### config.mk
export PLATFORM = sky130hd
export DESIGN_NAME = regfile_scoreboard_flat
export DESIGN_NICKNAME = d
export VERILOG_FILES = /design/src/rtl/regfile_scoreboard_if.sv /design/src/rtl/regfile_scoreboard.sv /design/src/flat_wrapper.sv
export SDC_FILE = /design/constraint.sdc
export NUM_CORES = 1
export LEC_CHECK = 0
export BUFFER_PORTS_ARGS = -buffer_cell sky130_fd_sc_hd__buf_2
export CAP_MARGIN = 10
export CORE_MARGIN = 2
export CORE_UTILIZATION = 46
export DETAILED_ROUTE_END_ITERATION = 6
export GPL_TIMING_DRIVEN = 0
export PLACE_DENSITY = 0.79
export SYNTH_ARGS = -nofsm -noshare
export SYNTH_HDL_FRONTEND = slang
export SYNTH_SLANG_ARGS = --single-unit
### constraint.sdc
create_clock -name clk -period 4.1 [get_ports clk]
set_input_delay 0.82 -clock clk [delete_from_list [all_inputs] [get_ports clk]]
set_output_delay 0.82 -clock clk [all_outputs]
set_load 0.005 [all_outputs]
### src/rtl/regfile_scoreboard_if.sv
// Decode-issue, writeback-request and register-file-write bundle for regfile_scoreboard.
// master: pipeline side (decode + writeback sources); slave: the scoreboard.
interface regfile_scoreboard_if #(
  parameter int N = 32
);
  // Decode-stage instruction
  logic         issue_valid;
  logic [4:0]   issue_rd;
  logic [4:0]   issue_rs1;
  logic [4:0]   issue_rs2;
  logic         issue_use_rs1;
  logic         issue_use_rs2;
  logic         issue_we;
  logic         stall;

  // ALU writeback request
  logic         alu_valid;
  logic [4:0]   alu_rd;
  logic [N-1:0] alu_data;
  logic         alu_ready;

  // Load writeback request
  logic         mem_valid;
  logic [4:0]   mem_rd;
  logic [N-1:0] mem_data;
  logic         mem_ready;

  // Register-file write port and pending-write status
  logic         rf_we;
  logic [4:0]   rf_waddr;
  logic [N-1:0] rf_wdata;
  logic [31:0]  busy_vec;

  modport master (
    output issue_valid, issue_rd, issue_rs1, issue_rs2,
           issue_use_rs1, issue_use_rs2, issue_we,
           alu_valid, alu_rd, alu_data,
           mem_valid, mem_rd, mem_data,
    input  stall, alu_ready, mem_ready,
           rf_we, rf_waddr, rf_wdata, busy_vec
  );

  modport slave (
    input  issue_valid, issue_rd, issue_rs1, issue_rs2,
           issue_use_rs1, issue_use_rs2, issue_we,
           alu_valid, alu_rd, alu_data,
           mem_valid, mem_rd, mem_data,
    output stall, alu_ready, mem_ready,
           rf_we, rf_waddr, rf_wdata, busy_vec
  );
endinterface

### src/rtl/regfile_scoreboard.sv
// Register scoreboard: tracks pending writes, stalls hazarded issues and
// arbitrates two writeback sources (ALU, load) onto one register-file write port.
// Optional feature: define SCOREBOARD_BYPASS_EN to let a register being written
// back in the current cycle stop counting as hazarded in that same cycle.
module regfile_scoreboard #(
  parameter int N = 32
) (
  input  logic                 clk,
  input  logic                 rst,
  regfile_scoreboard_if.slave  bus
);

  localparam int unsigned NREG = 32;

  logic [NREG-1:0] busy_q;
  logic [NREG-1:0] busy_d;
  logic [NREG-1:0] busy_eff;
  logic            prio_q;     // 0: load preferred, 1: ALU preferred

  logic            grant_alu;
  logic            grant_mem;
  logic            wb_valid;
  logic [4:0]      wb_rd;
  logic [N-1:0]    wb_data;

  logic            haz_rs1;
  logic            haz_rs2;
  logic            haz_rd;
  logic            stall_c;
  logic            accept;

  // Two-source arbitration; nothing is granted while in reset
  always_comb begin
    grant_alu = 1'b0;
    grant_mem = 1'b0;
    if (!rst) begin
      if (bus.alu_valid && bus.mem_valid) begin
        grant_alu = prio_q;
        grant_mem = !prio_q;
      end else begin
        grant_alu = bus.alu_valid;
        grant_mem = bus.mem_valid;
      end
    end
  end

  // Select the granted writeback payload; zeros when idle
  always_comb begin
    wb_valid = grant_alu || grant_mem;
    wb_rd    = 5'd0;
    wb_data  = '0;
    if (grant_alu) begin
      wb_rd   = bus.alu_rd;
      wb_data = bus.alu_data;
    end else if (grant_mem) begin
      wb_rd   = bus.mem_rd;
      wb_data = bus.mem_data;
    end
  end

  assign bus.alu_ready = grant_alu;
  assign bus.mem_ready = grant_mem;
  assign bus.rf_we     = wb_valid && (wb_rd != 5'd0);
  assign bus.rf_waddr  = wb_rd;
  assign bus.rf_wdata  = wb_data;

`ifdef SCOREBOARD_BYPASS_EN
  // Busy view for hazard checks: the register written back this cycle is already free
  always_comb begin
    busy_eff = busy_q;
    if (wb_valid) busy_eff[wb_rd] = 1'b0;
  end
`else
  assign busy_eff = busy_q;
`endif

  // RAW hazards on sources and WAW hazard on the destination
  always_comb begin
    haz_rs1 = bus.issue_use_rs1 && (bus.issue_rs1 != 5'd0) && busy_eff[bus.issue_rs1];
    haz_rs2 = bus.issue_use_rs2 && (bus.issue_rs2 != 5'd0) && busy_eff[bus.issue_rs2];
    haz_rd  = bus.issue_we      && (bus.issue_rd  != 5'd0) && busy_eff[bus.issue_rd];
    stall_c = bus.issue_valid && (haz_rs1 || haz_rs2 || haz_rd || rst);
    accept  = bus.issue_valid && !stall_c;
  end

  assign bus.stall = stall_c;

  // Next busy bits: writeback clears first so a same-cycle issue set wins
  always_comb begin
    busy_d = busy_q;
    if (wb_valid) busy_d[wb_rd] = 1'b0;
    if (accept && bus.issue_we && (bus.issue_rd != 5'd0)) busy_d[bus.issue_rd] = 1'b1;
    busy_d[0] = 1'b0;
  end

  // Scoreboard state and arbitration priority
  always_ff @(posedge clk) begin
    if (rst) begin
      busy_q <= '0;
      prio_q <= 1'b0;
    end else begin
      busy_q <= busy_d;
      if (bus.alu_valid && bus.mem_valid) prio_q <= !prio_q;
    end
  end

  assign bus.busy_vec = busy_q;

endmodule

### src/flat_wrapper.sv
// flat-port wrapper written by rule: the top's interface ports become plain ports
module regfile_scoreboard_flat 
#(
  parameter int N = 32
)
  (clk, rst, bus_issue_valid, bus_issue_rd, bus_issue_rs1, bus_issue_rs2, bus_issue_use_rs1, bus_issue_use_rs2, bus_issue_we, bus_alu_valid, bus_alu_rd, bus_alu_data, bus_mem_valid, bus_mem_rd, bus_mem_data, bus_stall, bus_alu_ready, bus_mem_ready, bus_rf_we, bus_rf_waddr, bus_rf_wdata, bus_busy_vec);
  regfile_scoreboard_if #(.N(N)) bus_i ();
  input  logic clk;
  input  logic rst;
  input wire logic [$bits(bus_i.issue_valid)-1:0] bus_issue_valid;
  input wire logic [$bits(bus_i.issue_rd)-1:0] bus_issue_rd;
  input wire logic [$bits(bus_i.issue_rs1)-1:0] bus_issue_rs1;
  input wire logic [$bits(bus_i.issue_rs2)-1:0] bus_issue_rs2;
  input wire logic [$bits(bus_i.issue_use_rs1)-1:0] bus_issue_use_rs1;
  input wire logic [$bits(bus_i.issue_use_rs2)-1:0] bus_issue_use_rs2;
  input wire logic [$bits(bus_i.issue_we)-1:0] bus_issue_we;
  input wire logic [$bits(bus_i.alu_valid)-1:0] bus_alu_valid;
  input wire logic [$bits(bus_i.alu_rd)-1:0] bus_alu_rd;
  input wire logic [$bits(bus_i.alu_data)-1:0] bus_alu_data;
  input wire logic [$bits(bus_i.mem_valid)-1:0] bus_mem_valid;
  input wire logic [$bits(bus_i.mem_rd)-1:0] bus_mem_rd;
  input wire logic [$bits(bus_i.mem_data)-1:0] bus_mem_data;
  output wire logic [$bits(bus_i.stall)-1:0] bus_stall;
  output wire logic [$bits(bus_i.alu_ready)-1:0] bus_alu_ready;
  output wire logic [$bits(bus_i.mem_ready)-1:0] bus_mem_ready;
  output wire logic [$bits(bus_i.rf_we)-1:0] bus_rf_we;
  output wire logic [$bits(bus_i.rf_waddr)-1:0] bus_rf_waddr;
  output wire logic [$bits(bus_i.rf_wdata)-1:0] bus_rf_wdata;
  output wire logic [$bits(bus_i.busy_vec)-1:0] bus_busy_vec;
  assign bus_i.issue_valid = bus_issue_valid;
  assign bus_i.issue_rd = bus_issue_rd;
  assign bus_i.issue_rs1 = bus_issue_rs1;
  assign bus_i.issue_rs2 = bus_issue_rs2;
  assign bus_i.issue_use_rs1 = bus_issue_use_rs1;
  assign bus_i.issue_use_rs2 = bus_issue_use_rs2;
  assign bus_i.issue_we = bus_issue_we;
  assign bus_i.alu_valid = bus_alu_valid;
  assign bus_i.alu_rd = bus_alu_rd;
  assign bus_i.alu_data = bus_alu_data;
  assign bus_i.mem_valid = bus_mem_valid;
  assign bus_i.mem_rd = bus_mem_rd;
  assign bus_i.mem_data = bus_mem_data;
  assign bus_stall = bus_i.stall;
  assign bus_alu_ready = bus_i.alu_ready;
  assign bus_mem_ready = bus_i.mem_ready;
  assign bus_rf_we = bus_i.rf_we;
  assign bus_rf_waddr = bus_i.rf_waddr;
  assign bus_rf_wdata = bus_i.rf_wdata;
  assign bus_busy_vec = bus_i.busy_vec;
  regfile_scoreboard #(.N(N)) u_core (.clk(clk), .rst(rst), .bus(bus_i));
endmodule
* After elaboration in Yosys (flattened, before gate mapping)
Cells that the tools add are included. Widths: inputs -> output; s select.
Operators by class: add/sub/neg operators 0, $mul 0, div/mod/pow operators 0, order comparisons 6, equal/unequal tests 0, shift operators 0, muxes and demuxes 20, bitwise gates (word level) 3, reductions and logical operators 24
Operators with widths (number):
- $mux 32 | 4
- $and 32x32->32 | 1
- $not 32->32 | 1
- $or 32x32->32 | 1
- $lt 5x6->1 const B | 4
- $reduce_bool 5->1 | 4
- $bmux 1 s5 | 3
- $logic_and 1x1->1 | 14
- $demux 1 s5 | 2
- $ge 5x1->1 const B | 2
- $mux 5 | 2
- $mux 1 | 9
- $logic_or 1x1->1 | 4
- $logic_not 1->1 | 2
Storage, ports and cells: flip-flop bits (word level) 33, bits in latches 0, bits in writable memories 0, memory bits (read-only) 0, word-level logic and storage cells 56, memories 0

* Longest topological paths before layout
Gate-level depths: netlist of run 1.
depth in word-level cells 14, depth in mapped cells 10, depth with buffers taken out 7

* Worst setup path before layout of run 1
OpenSTA, ideal clock, no wires.
kind input to output, start point input bus_issue_rs2[0], end point output bus_stall, arrival 2.770 ns, required time 3.280 ns, slack 0.510 ns, stages on the path 9, path buffers 3, cells stage by stage clkbuf_1 -> buf_2 -> mux2_2 -> o221ai_1 -> a21oi_1 -> a211oi_1 -> o21ai_1 -> clkbuf_1 -> o21a_1
Between the ends: cells in the longest elaborated chain, start to end 7, elaborated cells between the ends (all ways) 9
Ends and longest elaborated chain:
- from (decl) | RTL line flat_wrapper.sv:13 | input wire logic [$bits(bus_i.issue_rs2)-1:0] bus_issue_rs2;
- $bmux 1 s5 or $reduce_bool 5->1 (tied branches) | RTL line regfile_scoreboard.sv:80 | haz_rs2 = bus.issue_use_rs2 && (bus.issue_rs2 != 5'd0) && busy_eff[bus.issue_rs2];
- $mux 1 (not written as such) or $logic_and 1x1->1 (tied branches) | RTL line regfile_scoreboard.sv:80
- $logic_and 1x1->1 * | RTL line regfile_scoreboard.sv:80
- $logic_or 1x1->1 * (3 in a row) | RTL line regfile_scoreboard.sv:82 | stall_c = bus.issue_valid && (haz_rs1 || haz_rs2 || haz_rd || rst);
- $logic_and 1x1->1 * | RTL line regfile_scoreboard.sv:82
- to (decl) | RTL line flat_wrapper.sv:23 | output wire logic [$bits(bus_i.stall)-1:0] bus_stall;
Every way passes the cells marked *; elsewhere a longest branch is shown, timed or not. The select of a mux whose other input is x is not followed.

* Worst setup path after layout of run 1
start point input bus_issue_rs1[0], end point output bus_stall
Between the ends: cells in the longest elaborated chain, start to end 7, elaborated cells between the ends (all ways) 9
Ends and longest elaborated chain:
- from (decl) | RTL line flat_wrapper.sv:12 | input wire logic [$bits(bus_i.issue_rs1)-1:0] bus_issue_rs1;
- $bmux 1 s5 or $reduce_bool 5->1 (tied branches) | RTL line regfile_scoreboard.sv:79 | haz_rs1 = bus.issue_use_rs1 && (bus.issue_rs1 != 5'd0) && busy_eff[bus.issue_rs1];
- $mux 1 (not written as such) or $logic_and 1x1->1 (tied branches) | RTL line regfile_scoreboard.sv:79
- $logic_and 1x1->1 * | RTL line regfile_scoreboard.sv:79
- $logic_or 1x1->1 * (3 in a row) | RTL line regfile_scoreboard.sv:82
- $logic_and 1x1->1 * | RTL line regfile_scoreboard.sv:82
Marks and branches as above.

==> summary.md, run 1 <==
| Metric | Value |
|---|---|
| Status | `finished clean` |
| Flop pwr share | `35.4%` |
| Worst slew margin | `42.3%` |
| Largest net degree at the start of global routing | `11` |
| CP Max Fanout | `10` |
| DR vias | `roughly 3.8k` |
| Number of enable flip-flop cells after synthesis | `0` |
| Post-synthesis sequential area ratio | `20.5%` |
| RR Startpoint | `u_core.prio_q` |
| Hold Path Class | `flip-flop to flip-flop` |
| CTS tree | `done` |
| CTS hold repair buffers | `0` |
| Max-Cap Viols | `0` |
| Clk buf depth | `2` |
| Sw power | `about 290 uW` |
| Antenna viol nets, final | `0` |
| Area growth syn-to-layout | `32.6%` |
| Num CTS Buffers | `5` |
| Post-DP HPWL | `between 9000 and 10000 um` |
| Gr usage total | `between 30% and 40%` |
| Post-synth top cells | `a22o_1, dfxtp_1, o41ai_2, nand2_1, mux2i_1` |
| Critical path startpoint category | `primary input` |
| Top area cells in the synthesized netlist | `dfxtp_1, o41ai_2, a22o_1` |
| Min cycle time layout | `approximately 3.8 ns` |
| CTS Sinks | `32` |
| Yosys synthesis warning count | `0` |
| FF+latch count, synth | `32` |
| Mean routed wirelength per cell | `about 20 um` |
| Worst-Skew Late Latency | `between 0.2 and 0.3 ns` |
| Worst-Margin Slew | `between 0.8 and 0.9 ns` |
| Syn_area_per_cell | `9.34 um^2` |
| Max IR drop VDD | `147 uV` |
| Htree depth | `2` |
| Worst path required time | `~3.3 ns` |
| Mapped Cells | `around 340` |
| Hold slack | `~0.54 ns` |
| Leakage power | `1.97 nW` |
| Most common cell in the netlist | `a22o_1` |
| Fin crit share | `between 90% and 100%` |
| Initial antenna violation count | `0` |
| Number of DRC markers after the initial detailed-route iteration | `341` |
| Antenna cells | `0` |
| Reg2Reg Depth | `6` |
| Reg clk slew, reported paths | `approximately 0.060 ns` |
| PortBufs | `approximately 160` |
| DRT Pass-1 Iters | `5` |
| Total gr overflow | `0` |
| Top FF cell, synth | `dfxtp_1` |
| Final wirelength | `around 12000 um` |
| FMAX | `roughly 260 MHz` |
| Int Pwr | `roughly 610 uW` |
| Sink of the worst hold path | `u_core.prio_q` |
| Ys async rst share | `0%` |
| Register-to-register setup slack | `about 1.5 ns` |
| First-pass GRT wire length | `17700 um` |
| Setup Buffers After CTS | `0` |
| Inst Count DP | `between 500 and 600` |
| Full die area | `7480 um^2` |
| Clock Skews | `0.00919 ns` |
| Io pins | `170` |
| CP endpoint kind | `output port` |
| Power per cell area | `approximately 210 nW/um^2` |
| Final cell count without fillers | `585` |
| Final Max Slew Viols | `0` |
| Routability cong. | `between 0.9 and 1` |
| Post-CTS sizing | `1` |
| Cell area after synthesis | `roughly 3100 um^2` |
| Core area | `roughly 6700 um^2` |
| Unrepaired setup endpoints after global routing | `no` |
| Clk pwr share | `33.8%` |
| Vias in the first global route | `around 3.5k` |
| Post-synth top area cell | `dfxtp_1` |
| Die Y-Extent | `slightly below 90 um` |
| Residual DRC | `0` |
| Hold path start | `u_core.prio_q` |
| CTS root buffer | `clkbuf_8` |
| Starting Density | `46.8%` |
| R2R Path End | `u_core.bus.busy_vec[16]` |
| Final hold vios | `0` |
| Share of cells above drive strength 1 | `a little under half` |
| Vias per cell | `6.48` |
| Synth top area share | `between 20 and 25%` |
| WHS Path Cells | `2` |
| Comb power frac | `a little under a third` |
| Synth cell types | `51` |
| Nets@finish | `between 600 and 700` |
| Sw Ratio | `about a third` |
| Critical path arrival | `3.01 ns` |
| FP Rows | `30` |
| # setup viols final | `0` |
| Critical path class | `primary input to output port` |
| Syn nets | `432` |
| Die Width | `about 86 um` |
==> worst max-delay path: stages <==
cell and delay (ns):
buf_2 0.21, buf_2 0.32, mux2i_1 0.23, a21oi_1 0.08, and3_1 0.21, nor4_1 0.27, o21ai_1 0.22, clkbuf_2 0.30
o21a_1 0.23, buf_2 0.12
==> layer usage <==
layer  up-vias  track usage, %  wire length, um
li1       1716               -                -
met1      1796            36.9             4450
met2       251            52.7             5970
met3        25            5.71             1160
met4         0            12.5              349
met5         -               0                0
==> through the flow <==
stage          power, mW  setup TNS [ns]  cell area, um^2  util (%)  worst slack (ns)
3_3_place_gp       0.588         -0.0117             4040      60.4           -0.0117
2_1_floorplan      0.474               0             3130         -             0.510
5_1_grt            0.925               0             4150      62.1            0.0616
4_1_cts            0.886               0             4150      62.1            0.0876
6_report           0.891               0             4150      62.1             0.267
3_5_place_dp       0.591               0             4040      60.4           0.00144
==> registers in the layout, summed over array words and instances (netlist names) <==
name                 count
u_core.bus.busy_vec     31
u_core.prio_q            1
==> cell families after synthesis <==
kind of cell	after synthesis	synth area share, %
multiplexers	39	16.1
other	1	0.120
AO/OA/AOI/OAI	137	43.0
AND/OR/NAND/NOR	83	13.5
XOR/XNOR	1	0.280
buffers and inverters	42	6.60
flip-flops	32	20.5
==> worst max path at each step <==
| stage | cells past startpoint | endpoint | startpoint |
|---|---|---|---|
| after floorplan | 9 | bus_stall | bus_issue_rs2[0] |
| after global placement | 10 | bus_stall | bus_issue_rs2[0] |
| after detailed placement | 10 | bus_stall | bus_issue_rs2[0] |
| after CTS | 10 | bus_stall | bus_issue_rs2[0] |
| after global routing | 10 | bus_stall | bus_issue_rs2[0] |
| final | 10 | bus_stall | bus_issue_rs1[0] |
==> area by class of cell <==
type | count | area (um^2)
Fill cell | 602 | 2530
Multi-Input combinational cell | 261 | 2280
Timing Repair Buffer | 162 | 811
Sequential cell | 32 | 641
Buffer | 36 | 186
Tap cell | 80 | 100
Clock buffer | 6 | 72.6
Clock inverter | 2 | 35.0
Inverter | 6 | 22.5
==> power groups by stage <==
stage,logic [mW],registers [mW],clock network (mW)
after CTS,0.271,0.315,0.300
after global placement,0.265,0.322,0
after detailed placement,0.269,0.322,0
after global routing,0.295,0.316,0.315
final,0.275,0.316,0.301
after floorplan,0.153,0.322,0
==> cell usage in the layout (no fill, tap or decap), drive strengths merged, types with 5 or more instances in the layout <==
cell type / n
buf: 181
a22o: 33
dfxtp: 32
o41ai: 32
nand2: 28
clkbuf: 23
mux2i: 21
o211ai: 18
o311ai: 15
nor2: 11
mux2: 10
nor2b: 9
nand2b: 8
mux4: 8
nand3: 7
a32oi: 5
or2: 5
a21oi: 5
o21ai: 5
(Power assumes the default switching activity.)
==> inputs of run 2 (changes only) <==
Settings changed: CTS_BUF_LIST set to sky130_fd_sc_hd__clkbuf_16.
==> run 2 against run 1 <==
Effect of this change:
- critical path depth unchanged
- fmax down 0.58%
- register-to-register slack got worse by 0.03 ns
- cell count unchanged
- final area up 1.4%
- worst setup slack lost 0.022 ns
- sequential power is essentially flat
- utilization rose by 0.84 points
- die area is the same
- combinational power hardly changed
- critical path type unchanged
- largest power group is now clock
==> summary.md, run 2 (synthesis results as in run 1) <==
| Metric | Value |
|---|---|
| Number of DRC markers after the initial detailed-route iteration | `252 (-26%)` |
| Starting Density | `46.8% (unchanged)` |
| Clock Skews | `0.00725 ns (-0.00194 ns)` |
| Hold Path Class | `flip-flop to flip-flop` |
| Die Width | `86.5 um (unchanged)` |
| Final hold vios | `0 (unchanged)` |
| Vias in the first global route | `3564 (+2.1%)` |
| Min cycle time layout | `3.85 ns (+0.0222 ns)` |
| Clk buf depth | `2 (unchanged)` |
| Unrepaired setup endpoints after global routing | `no` |
| Post-DP HPWL | `9420 um (unchanged)` |
| Setup Buffers After CTS | `0 (unchanged)` |
| FMAX | `259 MHz (-0.58%)` |
| M3 GR Usage | `4.67% (-1.0 points)` |
| Final total power | `1.01 mW (+13%)` |
| Number of flip-flops in the largest register | `31 (unchanged)` |
| Share of cells above drive strength 1 | `46.7% (unchanged)` |
| CTS Sinks | `32 (unchanged)` |
| CTS root buffer | `clkbuf_16` |
| # setup viols final | `0 (unchanged)` |
| Critical path startpoint category | `primary input` |
| CP endpoint kind | `output port` |
| Die Y-Extent | `86.5 um (unchanged)` |
| Critical path class | `primary input to output port` |
| CTS tree | `done` |
| Worst-Skew Late Latency | `0.28 ns (about the same)` |
| Final Max Slew Viols | `0 (unchanged)` |
| Worst-Margin Slew | `0.889 ns (+0.0231 ns)` |
| Antenna viol nets, final | `0 (unchanged)` |
| Leakage power | `2.00 nW (+1.5%)` |
| Hold slack | `0.533 ns (-0.00409 ns)` |
| FP Rows | `30 (unchanged)` |
| Fin crit share | `94.0% (+0.54 points)` |
| Sequential Area | `641 um^2 (unchanged)` |
| Max IR drop VDD | `162 uV (+9.7%)` |
| DR vias | `3844 (+1.5%)` |
| Full die area | `7480 um^2 (unchanged)` |
| Io pins | `170 (unchanged)` |
| Status | `finished clean` |
| Multi-input logic area | `2280 um^2 (unchanged)` |
| GR Layer Usage met2 | `53.8% (+1.2 points)` |
| CTS hold repair buffers | `0 (unchanged)` |
| Initial antenna violation count | `0 (unchanged)` |
| Final wirelength | `12100 um (+1.5%)` |
| Num CTS Buffers | `5 (unchanged)` |
| First-pass GRT wire length | `18100 um (+1.9%)` |
| Nets@finish | `601 (unchanged)` |
| CP Max Fanout | `10 (unchanged)` |
| DRT Pass-1 Iters | `5 (unchanged)` |
| Reg clk slew, reported paths | `0.05 ns (about the same)` |
| Critical path arrival | `3.03 ns (+0.02 ns)` |
| Vias per cell | `6.57 (+1.5%)` |
| Core area | `6680 um^2 (unchanged)` |
| Most common cell after layout, fill and taps aside | `buf_2` |
| Global routing usage on met1 | `37.6% (+0.65 points)` |
| GR peak layer | `met2` |
| Most frequent cells in the layout | `buf_2, a22o_1, dfxtp_1` |
| Antenna cells | `0 (unchanged)` |
| Gr usage total | `31.0% (+0.56 points)` |
| Mean routed wirelength per cell | `20.7 um (+1.5%)` |
| Largest net degree at the start of global routing | `11 (unchanged)` |
| Power per cell area | `240 nW/um^2 (+12%)` |
| Area growth syn-to-layout | `34.4%` |
| Htree depth | `2 (unchanged)` |
| Worst slew margin | `40.7% (-1.5 points)` |
| Fill count | `599 (-0.50%)` |
| Worst path required time | `3.28 ns (about the same)` |
| Routability cong. | `0.946 (unchanged)` |
| Total gr overflow | `0 (unchanged)` |
| Residual DRC | `0 (unchanged)` |
| Max-Cap Viols | `0 (unchanged)` |
| PortBufs | `162 (unchanged)` |
-- run 2: changes by cell type in the layout (fill, tap and decap cells not counted), sizes merged --
cell	delta
clkbuf	-1
inv	+1
-- run 2: layer usage --
| layer | up-vias | routed length (um) |
|---|---|---|
| li1 | 1715 | - |
| met1 | 1820 | 4390 |
| met2 | 277 | 6130 |
| met3 | 32 | 1190 |
| met4 | 0 | 406 |
| met5 | - | 0 |
-- run 2: worst paths after layout --
| kind | from | to | slack [ns] | depth (start not counted) |
|---|---|---|---|---|
| setup / recovery | bus_issue_rs2[0] | bus_stall | 0.25 | 10 |
| hold / removal | u_core.prio_q | u_core.prio_q | 0.53 | 2 |
| setup reg to reg | u_core.prio_q | u_core.bus.busy_vec[16] | 1.43 | 6 |
| hold reg to reg | u_core.prio_q | u_core.prio_q | 0.53 | 2 |
-- run 2: stage by stage --
stage / instances / setup TNS, ns / utilization (%) / setup WS, ns / area (um^2)
after global routing: 585 / 0 / 62.9 / 0.0409 / 4210
final: 585 / 0 / 62.9 / 0.245 / 4210
after CTS: 585 / 0 / 62.9 / 0.0876 / 4200
after global placement: 577 / -0.0117 / 60.4 / -0.0117 / 4040
after floorplan: 335 / 0 / - / 0.510 / 3130
after detailed placement: 577 / 0 / 60.4 / 0.00144 / 4040
-- run 2: critical path: stages --
cell	delay, ns
clkbuf_2	0.19
buf_2	0.28
mux2_2	0.36
o221ai_1	0.20
o211ai_1	0.11
a211oi_1	0.21
o21ai_1	0.21
clkbuf_2	0.30
o21a_1	0.23
buf_2	0.12
-- run 2: layout make-up --
class                      instances  share of cell area (%)
clock buffer                       5                    2.98
tap                               80                    2.38
sequential                        32                    15.2
multi-input combinational        261                    54.2
buffer                            36                    4.43
clock inverter                     3                   0.922
inverter                           6                   0.536
timing repair buffer             162                    19.3
-- run 2: where the power goes --
group | switching, mW | internal, mW | leakage [nW] | total (mW)
combinational | 0.164 | 0.112 | 1.65 | 0.276
clock | 0.136 | 0.283 | 0.0850 | 0.419
sequential | 0.00273 | 0.313 | 0.258 | 0.316
-- run 2: timing repair --
| item | CTS | global route |
|---|---|---|
| setup endpoints to repair | 1 | 1 |
| pin swaps | 0 | 0 |
| resized for setup | 1 | 2 |
